--- src/rtl/reg_bank_scheduler.sv ---
// Shared register bank: self-initialises to entry[i] = i,
// then serves one round-robin-granted access per cycle.
// Ports: i_clk, i_rst_n (async, active-low), i_init_start,
//   i_req/i_we/i_addr/i_wdata (per requester, packed),
//   o_gnt (one-hot, comb), o_rdata/o_rvalid, o_err,
//   o_init_done (high while serving accesses).
module reg_bank_scheduler #(
  parameter  int N_REQ = 2,
  parameter  int DEPTH = 10,
  parameter  int WIDTH = 10,
  localparam int AW    = (DEPTH > 1) ? $clog2(DEPTH) : 1
) (
  input  logic                   i_clk,
  input  logic                   i_rst_n,
  input  logic                   i_init_start,
  input  logic [N_REQ-1:0]       i_req,
  input  logic [N_REQ-1:0]       i_we,
  input  logic [N_REQ*AW-1:0]    i_addr,
  input  logic [N_REQ*WIDTH-1:0] i_wdata,
  output logic [N_REQ-1:0]       o_gnt,
  output logic [WIDTH-1:0]       o_rdata,
  output logic                   o_rvalid,
  output logic                   o_err,
  output logic                   o_init_done
);

  localparam int PW = (N_REQ > 1) ? $clog2(N_REQ) : 1;

  typedef enum logic {
    S_INIT,
    S_READY
  } state_t;

  state_t           state;
  logic [AW-1:0]    idx;
  logic [PW-1:0]    rr_ptr;
  logic [WIDTH-1:0] bank [DEPTH];

  logic             gnt_any;
  logic [PW-1:0]    gnt_idx;
  logic [PW-1:0]    cand;
  logic [PW-1:0]    ptr_nxt;
  logic [N_REQ-1:0] gnt;

  logic [AW-1:0]    g_addr;
  logic             g_we;
  logic [WIDTH-1:0] g_wdata;
  logic             addr_ok;
  logic             init_last;

  // Scan from the pointer; the first asserted request wins.
  always_comb begin
    gnt_any = 1'b0;
    gnt_idx = '0;
    cand    = '0;
    gnt     = '0;
    if (state == S_READY && !i_init_start) begin
      for (int o = 0; o < N_REQ; o++) begin
        cand = PW'((int'(rr_ptr) + o) % N_REQ);
        if (!gnt_any && i_req[cand]) begin
          gnt_any = 1'b1;
          gnt_idx = cand;
        end
      end
    end
    if (gnt_any) begin
      gnt[gnt_idx] = 1'b1;
    end
  end

  assign o_gnt = gnt;

  always_comb begin
    g_addr  = '0;
    g_we    = 1'b0;
    g_wdata = '0;
    for (int k = 0; k < N_REQ; k++) begin
      if (gnt[k]) begin
        g_addr  = i_addr[k*AW +: AW];
        g_we    = i_we[k];
        g_wdata = i_wdata[k*WIDTH +: WIDTH];
      end
    end
  end

  // Extra bit keeps the compare valid when DEPTH is a power of two.
  assign addr_ok = ({1'b0, g_addr} < (AW+1)'(DEPTH));

  assign ptr_nxt = (gnt_idx == PW'(N_REQ-1))
                 ? '0
                 : gnt_idx + 1'b1;

  assign init_last = (idx == AW'(DEPTH-1));

  always_ff @(posedge i_clk or negedge i_rst_n) begin
    if (!i_rst_n) begin
      state       <= S_INIT;
      idx         <= '0;
      rr_ptr      <= '0;
      o_rdata     <= '0;
      o_rvalid    <= 1'b0;
      o_err       <= 1'b0;
      o_init_done <= 1'b0;
    end else begin
      o_rvalid <= 1'b0;
      o_err    <= 1'b0;
      case (state)
        S_INIT: begin
          if (init_last) begin
            idx         <= '0;
            state       <= S_READY;
            o_init_done <= 1'b1;
          end else begin
            idx <= idx + 1'b1;
          end
        end
        S_READY: begin
          if (i_init_start) begin
            state       <= S_INIT;
            idx         <= '0;
            o_init_done <= 1'b0;
          end else if (gnt_any) begin
            rr_ptr <= ptr_nxt;
            if (!addr_ok) begin
              o_err <= 1'b1;
              if (!g_we) begin
                o_rdata  <= '0;
                o_rvalid <= 1'b1;
              end
            end else if (!g_we) begin
              o_rdata  <= bank[g_addr];
              o_rvalid <= 1'b1;
            end
          end
        end
        default: begin
          state <= S_INIT;
          idx   <= '0;
        end
      endcase
    end
  end

  // Bank storage carries no reset; INIT defines every entry
  // before any access can be granted.
  always_ff @(posedge i_clk) begin
    if (state == S_INIT) begin
      bank[idx] <= WIDTH'(idx);
    end else if (gnt_any && g_we && addr_ok) begin
      bank[g_addr] <= g_wdata;
    end
  end

endmodule
--- config.mk ---
export PLATFORM = sky130hd
export DESIGN_NAME = reg_bank_scheduler
export DESIGN_NICKNAME = d
export VERILOG_FILES = /design/src/rtl/reg_bank_scheduler.sv
export SDC_FILE = /design/constraint.sdc
export NUM_CORES = 1
export LEC_CHECK = 0
export CAP_MARGIN = 25
export CORE_MARGIN = 2
export CORE_UTILIZATION = 45
export DETAILED_ROUTE_END_ITERATION = 12
export MAX_ROUTING_LAYER = met4
export PLACE_DENSITY = 0.7
export SYNTH_ARGS = -nofsm -noshare
export SYNTH_HDL_FRONTEND = slang
export SYNTH_SLANG_ARGS = --single-unit
--- constraint.sdc ---
create_clock -name i_clk -period 2.4 [get_ports i_clk]
set_input_delay 0.36 -clock i_clk [delete_from_list [all_inputs] [get_ports i_clk]]
set_output_delay 0.36 -clock i_clk [all_outputs]
set_load 0.03 [all_outputs]
# Word level (Yosys, flattened, before mapping)
# Memory sizes are Yosys's and may differ from the RTL's.
# Cells that the tools add are included.
[op_classes]
addsub = 3
n_lt_le_gt_ge = 5
eq_ne = 3
n_mux = 48
bitwise_logic = 3
reduce_logical = 11
[ops]
columns = ["operator", "n"]
rows = [
  ["$mux W10", 6],
  ["$mux W1", 32],
  ["$mux W4", 5],
  ["$reduce_or A10 Y1", 1],
  ["$pmux W4 S2", 1],
  ["$lt A1 B2 Y1 const B", 3],
  ["$logic_and A1 B1 Y1", 5],
  ["$add A4 B1 Y4 const B", 1],
  ["$eq A4 B4 Y1 const B", 1],
  ["$lt A4 B4 Y1 const B", 1],
  ["$ne A2 B2 Y1 const B", 2],
  ["$pmux W1 S2", 2],
  ["$reduce_and A4 Y1", 1],
  ["$not A1 Y1", 3],
  ["$reduce_and A3 Y1", 1],
  ["$add A1 B1 Y1 const B", 2],
  ["$logic_not A1 Y1", 2],
  ["$mux W2", 1],
  ["$reduce_and A2 Y1", 1],
  ["$demux W1 S1", 1],
  ["$ge A1 B1 Y1 const B", 1],
]
[totals]
ff_bits = 19
ram_bits = 100
mem_count = 1
[mem_list]
columns = ["memory", "words", "word_bits", "rd", "rd_clocked_by_memory_dff", "wr", "line_no", "source"]
rows = [
  ["bank", 10, 10, 1, 0, 1, "37", "logic [WIDTH-1:0] bank [DEPTH];"],
]

# Logic depth before layout (Yosys ltp)
[logic_depth]
depth_word = 22
depth_mapped = 9
ltp_nobuf = 7

# Least setup slack after synthesis
# Ideal clock, no wire load.
[synth_timing]
path_type = "input to register"
startpoint = "input i_req[1]"
endpoint = "memory bank[9][0] (enable)"
setup_ns = 0.390
arrival_time_ns = 2.321
required_time_ns = 2.010
slack_ns = -0.311
path_stages = 9
path_buffers = 3
path_cell_list = "buf_4 > a21boi_2 > nand3_1 > and2_1 > clkbuf_1 > clkbuf_1 > nor2_1 > mux2i_1 > nor3_1"
[synth_via]
elab_chain_cells = 22
word_cells_on_any_way = 32
classes_between = "order compare (3); mux (23); reduce/logical (6)"
[synth_lines]
columns = ["item", "line_no", "source"]
rows = [
  ["start, declared", "16", "input logic [N_REQ-1:0] i_req,"],
  ["$mux W1 (not written as such) (2 in series)", "60", "if (!gnt_any && i_req[cand]) begin"],
  ["$mux W1", "60", ""],
  ["$mux W1", "57", "if (state == S_READY && !i_init_start) begin"],
  ["$logic_not A1 Y1", "60", ""],
  ["$logic_and A1 B1 Y1", "60", ""],
  ["$mux W1", "60", ""],
  ["$mux W1", "57", ""],
  ["$lt A1 B2 Y1 (not written as such) / $ge A1 B1 Y1 (equally long branches)", "67", "gnt[gnt_idx] = 1'b1;"],
  ["[4 not listed]", "n/a", ""],
  ["$mux W4 / $mux W1 (equally long branches) (2 in series)", "78", "if (gnt[k]) begin"],
  ["$lt A4 B4 Y1 / $logic_and A1 B1 Y1 (equally long branches)", "87, 149", ""],
  ["$logic_and A1 B1 Y1", "149", "end else if (gnt_any && g_we && addr_ok) begin"],
  ["$mux W1", "149", ""],
  ["$mux W1", "147", "if (state == S_INIT) begin"],
  ["$mux W1 (not written as such)", "150", "bank[g_addr] <= g_wdata;"],
  ["$reduce_or A10 Y1 (no source line)", "n/a", ""],
  ["$mux W4 (no source line) / $mux W1 (equally long branches)", "n/a", ""],
  ["end, declared", "37", ""],
]
# Several ways; a longest one is shown, not always the timed one. The select of a mux whose other input is x is not followed.

# Worst setup path in the final report
[layout_timing]
startpoint = "register state"
endpoint = "memory bank[4][8] (enable)"
[layout_via]
elab_chain_cells = 16
word_cells_on_any_way = 23
classes_between = "order compare (3); mux (15); reduce/logical (5)"
[layout_lines]
columns = ["item", "line_no", "source"]
rows = [
  ["start, declared", "34", "state_t state;"],
  ["start signal, assigned", "97", "state <= S_INIT;"],
  ["start signal, assigned", "111", "state <= S_READY;"],
  ["start signal, assigned", "119", "state <= S_INIT;"],
  ["$logic_and A1 B1 Y1", "57", ""],
  ["$mux W1", "57", ""],
  ["$lt A1 B2 Y1 (not written as such) / $ge A1 B1 Y1 (equally long branches)", "67", ""],
  ["$logic_and A1 B1 Y1 (not written as such)", "67", ""],
  ["$mux W1 (not written as such)", "67", ""],
  ["$demux W1 S1", "67", ""],
  ["$mux W2", "66", "if (gnt_any) begin"],
  ["$mux W4 / $mux W1 (equally long branches) (2 in series)", "78", ""],
  ["$lt A4 B4 Y1 / $logic_and A1 B1 Y1 (equally long branches)", "87, 149", ""],
  ["$logic_and A1 B1 Y1", "149", ""],
  ["$mux W1", "149", ""],
  ["$mux W1", "147", ""],
  ["$mux W1 (not written as such)", "150", ""],
  ["$reduce_or A10 Y1 (no source line)", "n/a", ""],
  ["$mux W4 (no source line) / $mux W1 (equally long branches)", "n/a", ""],
]
# Several ways; a longest one is shown, not always the timed one.

==> results.md <==
* Status: finished clean
* Root Buffer: clkbuf_16
* Synth unique cells at 49
* Most used DFF post-synth: edfxtp_1
* Worst path bufs/invs at 2
* Die Y at 111.9 um
* Final count of negative-setup-slack endpoints at 0
* I/O Pins at 50
* CTS Sinks at 119
* Ratio of cells with drive above 1 in the final layout at 27.56%
* Worst reg2reg path depth at 8
* # diodes at 0
* Rel. slew slack at 53.69%
* Part of the cycle the worst path needs at 97.76%
* Cell Rows at 39
* Worst vdd ir at 0.6582 mV
* Worst hold slack at 0.3113 ns
* Area grow syn2layout at 37.88%
* Largest net degree at the start of global routing at 23
* Minimum clock period at 2.346 ns
* F_max at 426.2 MHz
* Critical Path RT at 2.53 ns
* Worst-path clk slew at 0.06 ns
* YS warnings at 0
* Reg-to-reg slack, setup at 0.05 ns
* Starting DRT DRC Count at 342
* Clock buffer depth at 2
* Slowest stage cell, crit path: dfrtp_1
* Switching share of power at 29.37%
* Type of origin of the critical path: flip-flop
* Total track usage at 24.41%
* Setup TNS at 0 ns
* Total nets after synthesis at 440
* Clock skew at 0.01208 ns
* Seq/Total Area, Yosys at 66.35%
* Sequential share of power at 40.8%
* CP Capture Type: flip-flop
* Max incr delay on CP at 0.40 ns
* Final #Nets at 561
* Final ANT Viol Nets at 0
* Final hold vios at 0
* Critical path class: reg2reg
* Gpl congestion at 0.9108
* Worst setup path start: state$_DFF_PN0_
* Clock power share at 33.6%
* Drt total wl at 14.49 mm
* Setup WS post-layout at 0.05368 ns
* Initial antenna violation count at 0
* Final design utilization at 63.57%
* Fill count at 816
* Reg2reg start: state$_DFF_PN0_
* Core Region at 11,370 sq um
* PwrDens at 1065 nW/um^2
* Final global-route overflow total at 0
* Combinational group share of total power at 25.6%
* Post-synthesis area per instance at 13.01 sq um
* Max cap viols at 0
* Total CTS buffers at 17
* CP delay by family, top: simple AND/OR/NAND/NOR gates
* Die X at 111.9 um
* Crit path DAT at 2.47 ns
* Synth Cell Area at 5243 sq um
* WL per Instance at 21.31 um
* Synth top area share at 57.28%
* Port Buf Inserts at 49
* CTS tree: done
* HPWL Detailed at 9.488 mm
* Max FO, Critical Path at 7
* Reg-to-Reg End: bank[4][8]$_DFFE_PP_
* Cell count after synthesis at 403
* Cts hold-fix bufs at 0
* Die area at 12,530 sq um
* H-tree Lvls at 4
* Total placed cells including tap cells at 644
* FFs w/ async S/R, synth at 15.97%
* Cell taking the most area after synthesis: edfxtp_1
* Vias after detailed routing at 3,993
* Worst-Margin Slew at 0.6947 ns
* Insertion delay to the later sink of the worst-skew pair at 0.41 ns
* Vias in the first global route at 3,912
* Hold crit path type: in2async
* Lkg Pwr at 2.686 nW
* Crit-path cells: and2b_2, and2_4, a22oi_2, o21ai_4, buf_4, or3_4, a21oi_4, clkbuf_16
* Final cell count without fillers at 680
* Pre-antenna DRT Iters at 5
* Post-synthesis register bit count at 119
* Post-synth EDFFs at 100
* NetSw at 0.002262 W
* Synth area leaders: edfxtp_1, dfrtp_1, nand2_1, a211oi_2, and3_1
* Internal Power at 0.005440 W
* Slew Limit Fails at 0
* First-pass GRT wire length at 22.23 mm
* DP Worst Slack at -0.4836 ns
* Starting density of the core at 46.11%
* DR DRC count at 0
* Vias/cell at 5.872
==> stage by stage <==
| stage | instance area [sq um] | power, W |
|---|---|---|
| after floorplan | 5258 | 0.004080 |
| after global placement | 6482 | 0.004945 |
| after detailed placement | 6482 | 0.005009 |
| after CTS | 7099 | 0.007611 |
| after global routing | 7228 | 0.008019 |
| final | 7228 | 0.007701 |
==> how the worst max path moves through the flow <==
stage                                        end  slack, ns  cells after the start
after floorplan             bank[3][0]$_DFFE_PP_      -0.14                      8
after global placement      bank[3][1]$_DFFE_PP_      -0.41                      8
after detailed placement    bank[3][1]$_DFFE_PP_      -0.48                      8
after CTS                   bank[4][7]$_DFFE_PP_      0.001                      9
after global routing      o_rdata[0]$_DFFE_PN0P_     -0.002                      9
final                       bank[4][8]$_DFFE_PP_       0.05                      8
==> power groups by stage <==
stage                     logic (W)  clock network (W)  registers (W)
final                       0.00197            0.00259        0.00314
after global routing        0.00211            0.00272        0.00319
after CTS                   0.00186            0.00261        0.00314
after detailed placement    0.00184                  0        0.00317
after global placement      0.00178                  0        0.00316
after floorplan            0.000853                  0        0.00323
==> logic make-up after synthesis <==
group,share of synthesized area (%)
AO/OA/AOI/OAI,14.89
XOR/XNOR,0.1671
adder cells (fa/ha/maj),0.4773
buffers and inverters,2.959
flip-flops,66.35
multiplexers,2.745
AND/OR/NAND/NOR,12.41
==> routing by layer <==
| metal | part of all wire, % | global-route usage, % | up-vias |
|---|---|---|---|
| met4 | 1.6 | 7.561 | 0 |
| met5 | 0 | - | - |
| li1 | - | - | 1809 |
| met1 | 41 | 31.92 | 1980 |
| met2 | 50 | 38.30 | 184 |
| met3 | 7.6 | 5.770 | 20 |
==> cell type report <==
type                       count  area, sq um  share of cell area, %
clock buffer                  22        464.2                  6.422
clock inverter                10        145.1                  2.008
inverter                       8        30.03                 0.4154
multi-input combinational    249         1704                  23.58
sequential                   119         3478                  48.12
tap                          143        178.9                  2.475
timing repair buffer         129         1227                  16.98
==> cell usage in the layout (no fill, tap or decap), drive strengths merged, types with 3 or more instances in the layout <==
master	n
a31oi	11
dlymetal6s2s	3
nand4	6
nor2	20
nand3	3
nand2	62
edfxtp	100
dfrtp	19
mux2	3
mux2i	11
buf	81
a311oi	10
inv	10
clkinv	3
nor3	13
a21oi	6
clkbuf	23
a221o	10
nand2b	3
o21ai	8
clkdlybuf4s50	44
a211oi	20
a22oi	10
bufinv	3
and3	20
o22ai	6
==> Yosys cell counts (3+ instances only) <==
cell type and count:
a211oi_1 10, a211oi_2 10, a21oi_1 6, a221o_1 10, a22oi_1 9, a311oi_1 10, a31oi_1 11, and3_1 20
buf_2 7, clkbuf_1 16, dfrtp_1 19, edfxtp_1 100, inv_1 7, mux2_2 3, mux2i_1 11, nand2_1 62
nand3_1 3, nand4_1 6, nor2_1 20, nor3_1 13, o21ai_0 7, o22ai_1 5
==> repair_timing <==
action                                 4_1_cts  5_1_grt
setup buffers                                0        3
pin swaps                                    0        3
resized for setup                            2       20
setup endpoints to repair                   10      114
endpoints found under the hold margin        0        0
gates cloned                                 0        1
==> sequential cells by signal (all words and copies together) (netlist names) <==
register,flops
o_rdata,10
rr_ptr,1
o_init_done,1
o_rvalid,1
bank,100
state,1
idx,4
o_err,1
==> worst reg2reg max path: cells and delay by family (launching register included) <==
kind                   cells  cell delay (ns)
and+or+nand+nor            3             0.80
DFF                        1             0.40
buffers and inverters      2             0.33
AOI/OAI and AO/OA          3             0.53
No activity file was read; power rests on OpenSTA's default activity.
